File: config.mk
export PLATFORM = sky130hd
export DESIGN_NAME = gato_game_ctrl
export DESIGN_NICKNAME = d
export VERILOG_FILES = /design/src/rtl/gato_game_ctrl.sv
export SDC_FILE = /design/constraint.sdc
export NUM_CORES = 1
export LEC_CHECK = 0
export ABC_AREA = 0
export BUFFER_PORTS_ARGS = -buffer_cell sky130_fd_sc_hd__buf_2
export CAP_MARGIN = 25
export CORE_UTILIZATION = 52
export CTS_CLUSTER_DIAMETER = 40
export DETAILED_ROUTE_END_ITERATION = 8
export GPL_ROUTABILITY_DRIVEN = 0
export PLACE_DENSITY = 0.83
export SYNTH_ARGS = -nofsm -noshare
export SYNTH_HDL_FRONTEND = slang
export SYNTH_SLANG_ARGS = --single-unit
File: constraint.sdc
create_clock -name i_clk -period 2.09 [get_ports i_clk]
set_clock_uncertainty 0.05 [all_clocks]
set_input_delay 0 -clock i_clk [delete_from_list [all_inputs] [get_ports i_clk]]
set_output_delay 0 -clock i_clk [all_outputs]
set_load 0.01 [all_outputs]
File: src/rtl/gato_game_ctrl.sv
// ---------------------------------------------------------------------------
// gato_game_ctrl
// N x N, K-in-a-row game controller. Owns the board, cursor, turn tracking,
// per-turn timeout and registered win/draw detection. Every output is driven
// straight from a flop.
//
// Ports
//   i_clk        system clock, rising edge
//   i_rst_n      asynchronous active-low reset
//   i_mover      1-cycle pulse: advance cursor (wraps N*N-1 -> 0)
//   i_colocar    1-cycle pulse: place current player's mark at cursor
//   i_nuevo      1-cycle pulse: synchronous new game, highest priority
//   o_board      cell i at [2i+1:2i], row-major; 00 empty, 01 X, 10 O
//   o_cursor     current cell index
//   o_jugador    player to move: 1 = X, 0 = O
//   o_win        K-in-a-row present (held)
//   o_draw       board full with no win (held)
//   o_winner     winning mark (01/10), 00 otherwise
//   o_game_over  high while locked in OVER
//   o_timeout    1-cycle pulse when a turn expires
//   o_illegal    1-cycle pulse when colocar targets an occupied cell
// ---------------------------------------------------------------------------
module gato_game_ctrl #(
    parameter int unsigned N           = 3,
    parameter int unsigned K           = 3,
    parameter int unsigned TURN_CYCLES = 1000
) (
    input  logic                     i_clk,
    input  logic                     i_rst_n,
    input  logic                     i_mover,
    input  logic                     i_colocar,
    input  logic                     i_nuevo,
    output logic [2*N*N-1:0]         o_board,
    output logic [$clog2(N*N)-1:0]   o_cursor,
    output logic                     o_jugador,
    output logic                     o_win,
    output logic                     o_draw,
    output logic [1:0]               o_winner,
    output logic                     o_game_over,
    output logic                     o_timeout,
    output logic                     o_illegal
);

    localparam int unsigned CELLS = N * N;
    localparam int unsigned CW    = $clog2(CELLS);
    localparam int unsigned TW    = $clog2(TURN_CYCLES);

    typedef enum logic [1:0] {
        StPlay  = 2'd0,
        StCheck = 2'd1,
        StOver  = 2'd2
    } state_e;

    state_e                  r_state, w_state_nxt;
    logic [CELLS-1:0][1:0]   r_board, w_board_nxt;
    logic [CW-1:0]           r_cursor, w_cursor_nxt;
    logic                    r_jugador, w_jugador_nxt;
    logic [TW-1:0]           r_timer, w_timer_nxt;
    logic                    r_win, w_win_nxt;
    logic                    r_draw, w_draw_nxt;
    logic [1:0]              r_winner, w_winner_nxt;
    logic                    r_timeout, w_timeout_nxt;
    logic                    r_illegal, w_illegal_nxt;

    logic                    w_win;
    logic                    w_full;
    logic                    w_cell_empty;
    logic                    w_place;
    logic                    w_expired;
    logic [1:0]              w_mark;
    logic [4*CELLS-1:0]      w_hits;

    // ------------------------------------------------------------------
    // Win detection: one hit bit per (start cell, direction). Windows that
    // would run off the board are tied low.
    // ------------------------------------------------------------------
    for (genvar gr = 0; gr < N; gr++) begin : g_r
        for (genvar gc = 0; gc < N; gc++) begin : g_c
            localparam int unsigned Idx = gr * N + gc;
            logic [K-1:0] w_h, w_v, w_d, w_a;
            for (genvar gk = 0; gk < K; gk++) begin : g_k
                if (gc + K <= N) begin : g_h
                    assign w_h[gk] = (r_board[gr*N + gc + gk] == r_board[Idx]);
                end else begin : g_h_off
                    assign w_h[gk] = 1'b0;
                end
                if (gr + K <= N) begin : g_v
                    assign w_v[gk] = (r_board[(gr + gk)*N + gc] == r_board[Idx]);
                end else begin : g_v_off
                    assign w_v[gk] = 1'b0;
                end
                if ((gr + K <= N) && (gc + K <= N)) begin : g_d
                    assign w_d[gk] = (r_board[(gr + gk)*N + gc + gk] == r_board[Idx]);
                end else begin : g_d_off
                    assign w_d[gk] = 1'b0;
                end
                if ((gr + K <= N) && (gc + 1 >= K)) begin : g_a
                    assign w_a[gk] = (r_board[(gr + gk)*N + gc - gk] == r_board[Idx]);
                end else begin : g_a_off
                    assign w_a[gk] = 1'b0;
                end
            end
            assign w_hits[4*Idx + 0] = (r_board[Idx] != 2'b00) && (&w_h);
            assign w_hits[4*Idx + 1] = (r_board[Idx] != 2'b00) && (&w_v);
            assign w_hits[4*Idx + 2] = (r_board[Idx] != 2'b00) && (&w_d);
            assign w_hits[4*Idx + 3] = (r_board[Idx] != 2'b00) && (&w_a);
        end
    end

    assign w_win = |w_hits;

    always_comb begin
        w_full = 1'b1;
        for (int i = 0; i < CELLS; i++) begin
            if (r_board[i] == 2'b00) w_full = 1'b0;
        end
    end

    assign w_mark       = r_jugador ? 2'b01 : 2'b10;
    assign w_cell_empty = (r_board[r_cursor] == 2'b00);
    assign w_place      = (r_state == StPlay) && i_colocar && w_cell_empty;
    assign w_expired    = (r_timer == TW'(TURN_CYCLES - 1));

    // ------------------------------------------------------------------
    // FSM: state register
    // ------------------------------------------------------------------
    always_ff @(posedge i_clk or negedge i_rst_n) begin
        if (!i_rst_n) r_state <= StPlay;
        else          r_state <= w_state_nxt;
    end

    // FSM: next state
    always_comb begin
        w_state_nxt = r_state;
        case (r_state)
            StPlay:  if (w_place) w_state_nxt = StCheck;
            StCheck: w_state_nxt = (w_win || w_full) ? StOver : StPlay;
            StOver:  w_state_nxt = StOver;
            default: w_state_nxt = StPlay;
        endcase
        if (i_nuevo) w_state_nxt = StPlay;
    end

    // FSM: datapath / output next values
    always_comb begin
        w_board_nxt   = r_board;
        w_cursor_nxt  = r_cursor;
        w_jugador_nxt = r_jugador;
        w_timer_nxt   = r_timer;
        w_win_nxt     = r_win;
        w_draw_nxt    = r_draw;
        w_winner_nxt  = r_winner;
        w_timeout_nxt = 1'b0;
        w_illegal_nxt = 1'b0;

        case (r_state)
            StPlay: begin
                if (w_place) begin
                    // Placement beats a simultaneous expiry and mover.
                    w_board_nxt[r_cursor] = w_mark;
                    w_timer_nxt           = '0;
                end else begin
                    if (i_colocar) begin
                        w_illegal_nxt = 1'b1;
                    end else if (i_mover) begin
                        w_cursor_nxt = (r_cursor == CW'(CELLS - 1)) ? '0
                                                                    : r_cursor + CW'(1);
                    end
                    if (w_expired) begin
                        w_timer_nxt   = '0;
                        w_jugador_nxt = ~r_jugador;
                        w_timeout_nxt = 1'b1;
                    end else begin
                        w_timer_nxt = r_timer + TW'(1);
                    end
                end
            end
            StCheck: begin
                // Only the mark just placed can have completed a line.
                if (w_win) begin
                    w_win_nxt    = 1'b1;
                    w_winner_nxt = w_mark;
                end else if (w_full) begin
                    w_draw_nxt = 1'b1;
                end else begin
                    w_jugador_nxt = ~r_jugador;
                end
            end
            default: ;
        endcase

        if (i_nuevo) begin
            w_board_nxt   = '0;
            w_cursor_nxt  = '0;
            w_jugador_nxt = 1'b1;
            w_timer_nxt   = '0;
            w_win_nxt     = 1'b0;
            w_draw_nxt    = 1'b0;
            w_winner_nxt  = 2'b00;
            w_timeout_nxt = 1'b0;
            w_illegal_nxt = 1'b0;
        end
    end

    always_ff @(posedge i_clk or negedge i_rst_n) begin
        if (!i_rst_n) begin
            r_board   <= '0;
            r_cursor  <= '0;
            r_jugador <= 1'b1;
            r_timer   <= '0;
            r_win     <= 1'b0;
            r_draw    <= 1'b0;
            r_winner  <= 2'b00;
            r_timeout <= 1'b0;
            r_illegal <= 1'b0;
        end else begin
            r_board   <= w_board_nxt;
            r_cursor  <= w_cursor_nxt;
            r_jugador <= w_jugador_nxt;
            r_timer   <= w_timer_nxt;
            r_win     <= w_win_nxt;
            r_draw    <= w_draw_nxt;
            r_winner  <= w_winner_nxt;
            r_timeout <= w_timeout_nxt;
            r_illegal <= w_illegal_nxt;
        end
    end

    assign o_board     = r_board;
    assign o_cursor    = r_cursor;
    assign o_jugador   = r_jugador;
    assign o_win       = r_win;
    assign o_draw      = r_draw;
    assign o_winner    = r_winner;
    assign o_game_over = (r_state == StOver);
    assign o_timeout   = r_timeout;
    assign o_illegal   = r_illegal;

endmodule

==> impl_metrics.tcl <==
set metrics [dict create \
    design_area_sq_um 3556 \
    hold_viol_final 0 \
    maxSlewHeadroom_pct 37.63 \
    dieArea_sq_um 5052 \
    layout_min_cycle_time_ps 2309 \
    ys_top_cells_by_count "46 x nor2_1, 40 x dfrtp_1, 14 x clkbuf_1" \
    yosysMostFrequentCell "nor2_1" \
    cp-start-kind "register" \
    drv_cap 0 \
    topRoutingLayerUsed "met4" \
    clk_pin_slew_worst_paths_ps 80 \
    first_pass_iters 7 \
    core_sq_um 4474 \
    syn_inst 282 \
    status "finished with violations" \
    insertion_delay_ps 310 \
    routedWlPerCell_microns 22.22 \
    root_buffer "clkbuf_8" \
    slew_violations 0 \
    p_per_area_nw_per_um2 637.3 \
    synth.top_cell.area_share_pct 40.34 \
    htreeDepth 2 \
    remaining_drc_errors 2 \
    postSynth.asyncResetShare_pct 100.0 \
    ir_drop_mv 0.6056 \
    syn2layout_area_growth_pct 43.32 \
    worst_pin_slew_ps 935.5 \
    die_x_microns 71.08 \
    die_y_microns 71.08 \
    yosysSeqAreaShare_pct 41.40 \
    overflow 0 \
    grt_max_degree 42 \
    ys.flop_type "dfrtp_1" \
    cts_buffers 5 \
    antenna_found_initial 1 \
    yosys.area.top_type "dfrtp_1" \
    final_nets 380 \
    layout_setup_ws_ps -219.5 \
    grt_setup_unrepaired "true" \
    whs_ps 98.30 \
    arrival_ps 2450 \
    place_area_sq_um 3035 \
    synthTopCellsByArea "dfrtp_1 40%, nor2_1 7.0%, mux2i_1 5.2%, a211oi_1 3.0%, a21oi_1 2.6%" \
    drt_wl_total_microns 9400 \
    clock-sinks 41 \
    max_freq_mhz 433.0 \
    pre_cts_ws_ps -134.7 \
    power.leakage_nw 1.637 \
    io_pins 35 \
    vias 2865 \
    clk_path_buf_depth 2 \
    criticalPathCategory "register to register" \
    crit_fanout 6 \
    grt_usage_pct 34.55 \
    fillers 245 \
    cts_tree "done" \
    synth.distinct_cells 47 \
    vias_per_cell 6.773 \
    drive_above_1_share_pct 46.90 \
    start_util_pct 55.45 \
    final_core_util_pct 79.47 \
    critPathRequiredTime_ps 2230 \
    hpwl_microns 4928 \
    grt_pass1_wl_microns 13300 \
    syn_area_per_cell_sq_um 8.798 \
    setup_viol 33 \
    std_cell_rows 24 \
    portBuffers 34 \
    hold_path.class "primary input to register" \
    grt_pass1_vias 2584 \
    met1_length_microns 3542 \
    synth-edff-count 0 \
    end_kind "register" \
    n_antenna_cell 0 \
    syn_area_sq_um 2481 \
    fin_crit_sh_pct 110.5 \
    met2_length_microns 4346 \
    syn_nets 292 \
    synth-seq-cells 41 \
    ys_warn_count 0 \
    total_power_w 0.002266 \
    drt_iter0_drc 453 \
    detail-route-antenna-nets 0 \
    dr_wl_met3_microns 1019 \
    violations "DRC, setup timing" \
]
## worst paths after layout
| check | slack [ps] | depth (start not counted) | startpoint | end |
|---|---|---|---|---|
| worst max register to register | -220 | 8 | o_board[17] | o_board[0] |
| max in group asynchronous | 1020 | 2 | i_rst_n | o_board[6] |
| worst min-delay path | 100 | 3 | i_colocar | r_state[0] |
| worst min register to register | 490 | 2 | o_draw | o_draw |
| min in group asynchronous | 330 | 2 | i_rst_n | o_board[10] |
| worst max-delay path | -220 | 8 | o_board[17] | o_board[0] |
## kinds of logic (layout without fill, tap and decap cells)
| group | count (synthesis) | in the layout | share of synthesized area [%] |
|---|---|---|---|
| AND/OR/NAND/NOR | 139 | 139 | 30.06 |
| AO/OA/AOI/OAI | 56 | 56 | 14.47 |
| flip-flops | 41 | 41 | 41.40 |
| buffers and inverters | 24 | 113 | 4.034 |
| multiplexers | 17 | 17 | 7.514 |
| adder cells (fa/ha/maj) | 5 | 5 | 2.521 |
## metrics by stage
stage	setup TNS [ps]	cells
2_1_floorplan	-341.9	282
3_3_place_gp	-1164	399
3_5_place_dp	-2176	399
4_1_cts	-593.2	418
5_1_grt	-5743	423
6_report	-3822	423
## final cells by class
cell class | count | area, sq um | area share, %
multi-input cells | 217 | 1593 | 44.79
flip-flops and latches | 41 | 1042 | 29.31
inverters | 4 | 15.01 | 0.4222
clock buffers | 6 | 82.58 | 2.322
repair buffers | 101 | 720.7 | 20.27
clock inverters | 2 | 37.54 | 1.056
well taps | 52 | 65.06 | 1.830
## layer usage
layer	track usage, %	vias to the layer above
met5	0	-
met3	8.262	64
met4	17.56	0
met1	45.92	1357
met2	52.99	250
li1	-	1194
## placed cells by master (no fill, tap or decap), drive strengths merged, types with 2 or more instances in the layout
cell type / n
buf: 99
nor2: 46
dfrtp: 40
nand2: 13
mux2i: 13
nor3: 13
nand3: 13
a21oi: 13
o21ai: 11
and3: 10
a211oi: 10
and2: 9
or3: 6
clkbuf: 6
nor2b: 5
a31oi: 5
ha: 5
o22ai: 5
nor4: 5
inv: 4
nor3b: 4
nand4b: 3
mux2: 3
or2: 3
a22oi: 3
nand2b: 3
nand4: 2
or3b: 2
a22o: 2
dlygate4sd3: 2
## power by group
part | switching, W | internal, W
combinational | 0.000358 | 0.000315
sequential | 0.0000615 | 0.000833
clock | 0.000310 | 0.000389
## what timing repair did
action / in CTS / in global routing
pin swaps: 15 / 17
hold buffers: 2 / 0
hold endpoints to repair: 41 / 0
endpoints found under the setup margin: 31 / 34
gates resized for setup: 44 / 27
buffers inserted: 9 / 5
## flip-flops by register name, indices dropped and copies added (netlist names)
register   flops
r_state        2
o_illegal      1
o_winner       2
o_cursor       4
o_timeout      1
o_win          1
o_jugador      1
r_timer       10
o_draw         1
o_board       18
## critical path, cell delays in order (launching register included)
cell and delay, ps:
dfrtp_2 480, nor2_2 180, a211oi_1 150, o311a_4 390, nor4_4 370, buf_4 180
and2_4 140, mux2i_1 180, nor2_1 60
No activity file was read; power rests on OpenSTA's default activity.
